## src/rtl/alu_mdu_ctrl.sv

```systemverilog
// alu_mdu_ctrl: ALU selector decode plus an iterative unsigned mul/div/rem
// unit. The unit takes WIDTH iterations and stalls the pipeline while it runs.
module alu_mdu_ctrl #(
  parameter int WIDTH = 32
) (
  input  logic             clk,
  input  logic             rst_n,
  input  logic             valid_in,
  input  logic [3:0]       aluop,
  input  logic [5:0]       func,
  input  logic [WIDTH-1:0] a,
  input  logic [WIDTH-1:0] b,
  output logic [3:0]       ops,
  output logic             stall,
  output logic [WIDTH-1:0] result,
  output logic             result_valid,
  output logic             div_by_zero
);

  localparam int CW = (WIDTH > 1) ? $clog2(WIDTH) : 1;

  typedef enum logic [1:0] {IDLE, RUN, DONE} state_t;
  typedef enum logic [1:0] {OP_MUL, OP_DIV, OP_REM} mop_t;

  state_t           state, state_nx;
  mop_t             mop, mop_in;
  logic [CW-1:0]    cnt;
  logic [WIDTH-1:0] hi, lo, opb;       // acc/remainder, multiplier/quotient, multiplicand/divisor
  logic [WIDTH-1:0] hi_nx, lo_nx, opb_nx, fin;
  logic [WIDTH:0]   trial;
  logic             dz, dz_in, mc, accept;

  // Combinational ALU selector decode, active regardless of state
  always_comb begin
    ops = 4'b1111;
    case (aluop)
      4'b0000: ops = 4'b0010;
      4'b0001: ops = 4'b0110;
      4'b0011: ops = 4'b1011;
      4'b0100: ops = 4'b0000;
      4'b0101: ops = 4'b0001;
      4'b0110: ops = 4'b1001;
      4'b0111: ops = 4'b0111;
      4'b1000: ops = 4'b1111;
      4'b1111: ops = 4'b1100;
      4'b0010: begin
        case (func)
          6'b000000: ops = 4'b1101;
          6'b100100: ops = 4'b0000;
          6'b100101: ops = 4'b0001;
          6'b100000: ops = 4'b0010;
          6'b011011: ops = 4'b0011;
          6'b100111: ops = 4'b0100;
          6'b000010: ops = 4'b0101;
          6'b100010: ops = 4'b0110;
          6'b011010: ops = 4'b1000;
          6'b101010: ops = 4'b1001;
          default:   ops = 4'b1111;
        endcase
      end
      default: ops = 4'b1111;
    endcase
  end

  // Multi-cycle classification, accept and stall generation
  always_comb begin
    mc     = (aluop == 4'b0010) && (ops == 4'b0101 || ops == 4'b1000 || ops == 4'b0011);
    mop_in = (ops == 4'b0101) ? OP_MUL : (ops == 4'b1000) ? OP_DIV : OP_REM;
    dz_in  = (mop_in != OP_MUL) && (b == '0);
    accept = (state != RUN) && valid_in && mc;
    stall  = (state == RUN) || accept;
    result_valid = (state == DONE);
    div_by_zero  = (state == DONE) && dz;
  end

  // Next-state logic; DONE accepts like IDLE so ops can run back to back
  always_comb begin
    state_nx = state;
    case (state)
      IDLE, DONE: begin
        if (accept) state_nx = dz_in ? DONE : RUN;
        else        state_nx = IDLE;
      end
      RUN:     if (cnt == '0) state_nx = DONE;
      default: state_nx = IDLE;
    endcase
  end

  // One shift-add or restoring-divide step
  always_comb begin
    trial  = {hi, lo[WIDTH-1]} - {1'b0, opb};
    hi_nx  = hi;
    lo_nx  = lo;
    opb_nx = opb;
    if (mop == OP_MUL) begin
      hi_nx  = lo[0] ? hi + opb : hi;
      lo_nx  = lo >> 1;
      opb_nx = opb << 1;
    end else if (!trial[WIDTH]) begin
      hi_nx = trial[WIDTH-1:0];
      lo_nx = {lo[WIDTH-2:0], 1'b1};
    end else begin
      hi_nx = {hi[WIDTH-2:0], lo[WIDTH-1]};
      lo_nx = {lo[WIDTH-2:0], 1'b0};
    end
    fin = (mop == OP_DIV) ? lo_nx : hi_nx;
  end

  // State register
  always_ff @(posedge clk or negedge rst_n) begin
    if (!rst_n) state <= IDLE;
    else        state <= state_nx;
  end

  // Operand capture, iteration registers and result
  always_ff @(posedge clk or negedge rst_n) begin
    if (!rst_n) begin
      hi     <= '0;
      lo     <= '0;
      opb    <= '0;
      cnt    <= '0;
      mop    <= OP_MUL;
      dz     <= 1'b0;
      result <= '0;
    end else if (accept) begin
      hi  <= '0;
      lo  <= (mop_in == OP_MUL) ? b : a;
      opb <= (mop_in == OP_MUL) ? a : b;
      cnt <= CW'(WIDTH - 1);
      mop <= mop_in;
      dz  <= dz_in;
      if (dz_in) result <= (mop_in == OP_DIV) ? '1 : a;
    end else if (state == RUN) begin
      hi  <= hi_nx;
      lo  <= lo_nx;
      opb <= opb_nx;
      cnt <= cnt - 1'b1;
      if (cnt == '0) result <= fin;
    end
  end

endmodule

```

## config.mk

```make
export PLATFORM = sky130hd
export DESIGN_NAME = alu_mdu_ctrl
export DESIGN_NICKNAME = d
export VERILOG_FILES = /design/src/rtl/alu_mdu_ctrl.sv
export SDC_FILE = /design/constraint.sdc
export NUM_CORES = 1
export LEC_CHECK = 0
export ABC_AREA = 0
export CORE_ASPECT_RATIO = 0.5
export CORE_UTILIZATION = 30
export DETAILED_ROUTE_END_ITERATION = 12
export PLACE_DENSITY = 0.48
export SYNTH_ARGS = -nofsm -noshare
export SYNTH_HDL_FRONTEND = slang
export SYNTH_SLANG_ARGS = --single-unit
```

## constraint.sdc

```tcl
create_clock -name clk -period 3.8 [get_ports clk]
set_input_delay 0.38 -clock clk [delete_from_list [all_inputs] [get_ports clk]]
set_output_delay 0.38 -clock clk [all_outputs]
set_load 0.005 [all_outputs]
```

==> results.sh <==
export IMPL_clock_latency_ns=0.46
export IMPL_start_util_pct=31.0
export IMPL_preCtsSetupSlack_ns=0.00147
export IMPL_p_seq_share_pct=18.7
export IMPL_grt_pass1_vias=12500
export IMPL_p_comb_share_pct=69.6
export IMPL_clk_pin_slew_ns=0.06
export IMPL_die_y_um=145
export IMPL_outcome="completed"
export IMPL_irDropWorstVdd_mv=0.436
export IMPL_rows=51
export IMPL_final_setup_viol_count=0
export IMPL_yosys_top_cells_area="dfrtp_1, nand2_1, ha_1, a21oi_1, a31oi_1"
export IMPL_tightest_slew_ns=1.01
export IMPL_power_total_uw=14100
export IMPL_viasPerCell=5.71
export IMPL_grt_overflow=0
export IMPL_fin_crit_sh_pct=96.1
export IMPL_synth_top_cell_area_share_pct=28.2
export IMPL_leakage_uw=0.00694
export IMPL_syn_to_final_growth_pct=26.4
export IMPL_antenna_cells=0
export IMPL_port_buffers=115
export IMPL_firstDrtPassIters=6
export IMPL_yosysTopAreaCell="dfrtp_1"
export IMPL_grt_pass1_wl_mm=82.2
export IMPL_synth_edf_count=0
export IMPL_worstPathMaxFanout=5
export IMPL_rr_endpoint="result[24]$_DFFE_PN0P_"
export IMPL_min_period_ns=3.65
export IMPL_numCtsBuffers=17
export IMPL_dpl_cell_area_um2=14800
export IMPL_synthArstFlopShare_pct=100
export IMPL_cp_startpoint="func[5]"
export IMPL_grt_max_degree=86
export IMPL_hold_viol_final=0
export IMPL_avgSynthCellArea_um2=7.64
export IMPL_die_width_um=288
export IMPL_maxSlewHeadroom_pct=32.7
export IMPL_wl_per_cell_um=23.7
export IMPL_swShare_pct=50.9
export IMPL_power_internal_uw=6940
export IMPL_clock_sinks=138
export IMPL_r2r_slack_ns=0.16
export IMPL_hold_buffers=0
export IMPL_synth_cell_type_count=89
export IMPL_drive_gt1_share_pct=13.3
export IMPL_max_freq_ghz=0.274
export IMPL_tns_ns=0
export IMPL_clockBufferDepth=2
export IMPL_skew_ns=0.0180
export IMPL_dp_cells=2290
export IMPL_hpwl_mm=41.8
export IMPL_cts_tree="yes"
export IMPL_synth_cells=1600
export IMPL_core_um2=39500
export IMPL_io_pins=116
export IMPL_hold_path_class="in2async"
export IMPL_rr_startpoint="opb[0]$_DFFE_PN0P_"
export IMPL_p_switching_uw=7180
export IMPL_setup_ws_ns=0.147
export IMPL_drt_iter0_drc=1261
export IMPL_routed_wl_mm=55.0
export IMPL_drv_cap=0
export IMPL_postLayoutCellArea_um2=15500
export IMPL_antenna_found_initial=0
export IMPL_drtAntennaViolNets=0
export IMPL_worstPathArrival_ns=3.27
export IMPL_endpoint_kind="primary output"
export IMPL_die_area_um2=41600
export IMPL_synth_seq_cells=138
export IMPL_critPathKind="in2out"
export IMPL_cp_data_required_time_ns=3.42
export IMPL_drc=0
export IMPL_gp_congestion=0.939
export IMPL_grt_total_usage_pct=26.6
export IMPL_ys_flop_type="dfrtp_1"
export IMPL_syn_area_um2=12200
export IMPL_layout_cells_non_filler=2321
export IMPL_finalMaxSlewViolations=0
export IMPL_power_density_nw_per_um2=914
export IMPL_finalNetCount=1924
export IMPL_r2r_cells=13
export IMPL_start_kind="input pin"
export IMPL_synth_warnings=0
export IMPL_clock_power_share_pct=11.7
export IMPL_cts_root_buf="clkbuf_16"
export IMPL_synthesis_nets=1744
export IMPL_yosysSeqAreaShare_pct=28.2
export IMPL_h_tree_depth=4
export IMPL_vias=13200
## worst max-delay path: stages
cell and delay [ns]:
clkdlybuf4s50_1 0.47, or3b_4 0.41, or3_1 0.33, o211ai_2 0.10, a21oi_1 0.09, or4_4 0.50, a21bo_4 0.28, nor2_4 0.05
inv_2 0.12, clkdlybuf4s50_1 0.53
## metrics by stage
| step | util, % | hold WS (ns) |
|---|---|---|
| finish | 39.1 | 0.0123 |
| global placement | 37.5 | 0.495 |
| global route | 39.1 | 0.0798 |
| detailed placement | 37.5 | 0.484 |
| floorplan | - | 0.0844 |
| CTS | 38.9 | 0.0411 |
## state kept, by name, indices dropped and copies added (netlist names)
register / cells
cnt: 5
dz: 1
hi: 32
lo: 32
mop: 2
opb: 32
result: 32
state: 2
## Yosys cell counts, types with 19 or more instances
cell,number
nand4_1,21
nor2_1,87
nand3_1,27
nor3_1,30
xor2_1,21
a211oi_1,46
a21oi_1,137
xnor2_1,32
o211ai_1,19
and3_1,28
clkbuf_1,73
ha_1,65
inv_1,59
nand2_1,315
mux2i_1,41
o21ai_0,80
a21o_1,24
dfrtp_1,138
a31oi_1,73
## cells by family (layout without fill, tap and decap cells)
| group | Yosys count | in the layout | synth area share [%] |
|---|---|---|---|
| flip-flops | 138 | 138 | 28.2 |
| XOR/XNOR | 55 | 55 | 4.06 |
| buffers and inverters | 167 | 358 | 6.02 |
| AO/OA/AOI/OAI | 540 | 540 | 29.0 |
| AND/OR/NAND/NOR | 584 | 584 | 21.6 |
| multiplexers | 49 | 49 | 4.09 |
| adder cells (fa/ha/maj) | 67 | 67 | 6.98 |
## per-layer routing
| metal | part of all wire [%] | up-vias | GRT usage, % | routed length [um] |
|---|---|---|---|---|
| met1 | 50 | 6432 | 40.6 | 27300 |
| met4 | 1.1 | 0 | 4.56 | 597 |
| met5 | 0 | - | 0 | 0 |
| met2 | 38 | 538 | 34.4 | 20800 |
| met3 | 11 | 42 | 10.1 | 6310 |
| li1 | - | 6232 | - | - |
## power by group through the flow
stage / logic [uW] / registers, uW / clock network (uW)
after floorplan: 5770 / 2350 / 0
after global placement: 9440 / 2630 / 0
after detailed placement: 9350 / 2630 / 0
after CTS: 9430 / 2600 / 1670
after global routing: 10600 / 2690 / 1720
final: 9830 / 2640 / 1650
## how the worst max path moves through the flow
| stage | to | slack [ns] | depth (start not counted) |
|---|---|---|---|
| floorplan | hi[24]$_DFFE_PN0P_ | 0.58 | 12 |
| global placement | hi[25]$_DFFE_PN0P_ | 0.04 | 15 |
| detailed placement | result[25]$_DFFE_PN0P_ | 0.001 | 19 |
| CTS | result[25]$_DFFE_PN0P_ | 0.05 | 19 |
| global route | result[17]$_DFFE_PN0P_ | -0.002 | 19 |
| finish | stall | 0.15 | 10 |
## final cells by class
type / count / area, um^2
Sequential cell: 138 / 3450
Inverter: 62 / 233
Timing Repair Buffer: 266 / 2410
Multi-Input combinational cell: 1295 / 8150
Tap cell: 530 / 663
Fill cell: 4109 / 24000
Clock inverter: 13 / 121
Clock buffer: 17 / 425
## timing repair
| action | in CTS | in global routing |
|---|---|---|
| endpoints found under the hold margin | 0 | 0 |
| setup endpoints to repair | 2 | 43 |
| setup buffers | 0 | 1 |
| resized for setup | 1 | 21 |
## placed cells by master (no fill, tap or decap), drive strengths merged, types with 15 or more instances in the layout
| cell type | n |
|---|---|
| nand2 | 315 |
| buf | 152 |
| a21oi | 139 |
| dfrtp | 138 |
| clkdlybuf4s50 | 114 |
| nor2 | 92 |
| o21ai | 91 |
| a31oi | 73 |
| ha | 65 |
| inv | 63 |
| a211oi | 46 |
| mux2i | 41 |
| xnor2 | 33 |
| nor3 | 31 |
| and3 | 28 |
| nand3 | 28 |
| a21o | 24 |
| xor2 | 22 |
| nand4 | 21 |
| o211ai | 20 |
| clkbuf | 17 |
| o21a | 15 |
| o221ai | 15 |
| a22o | 15 |
Note: power is estimated with default switching activity, not from simulation.
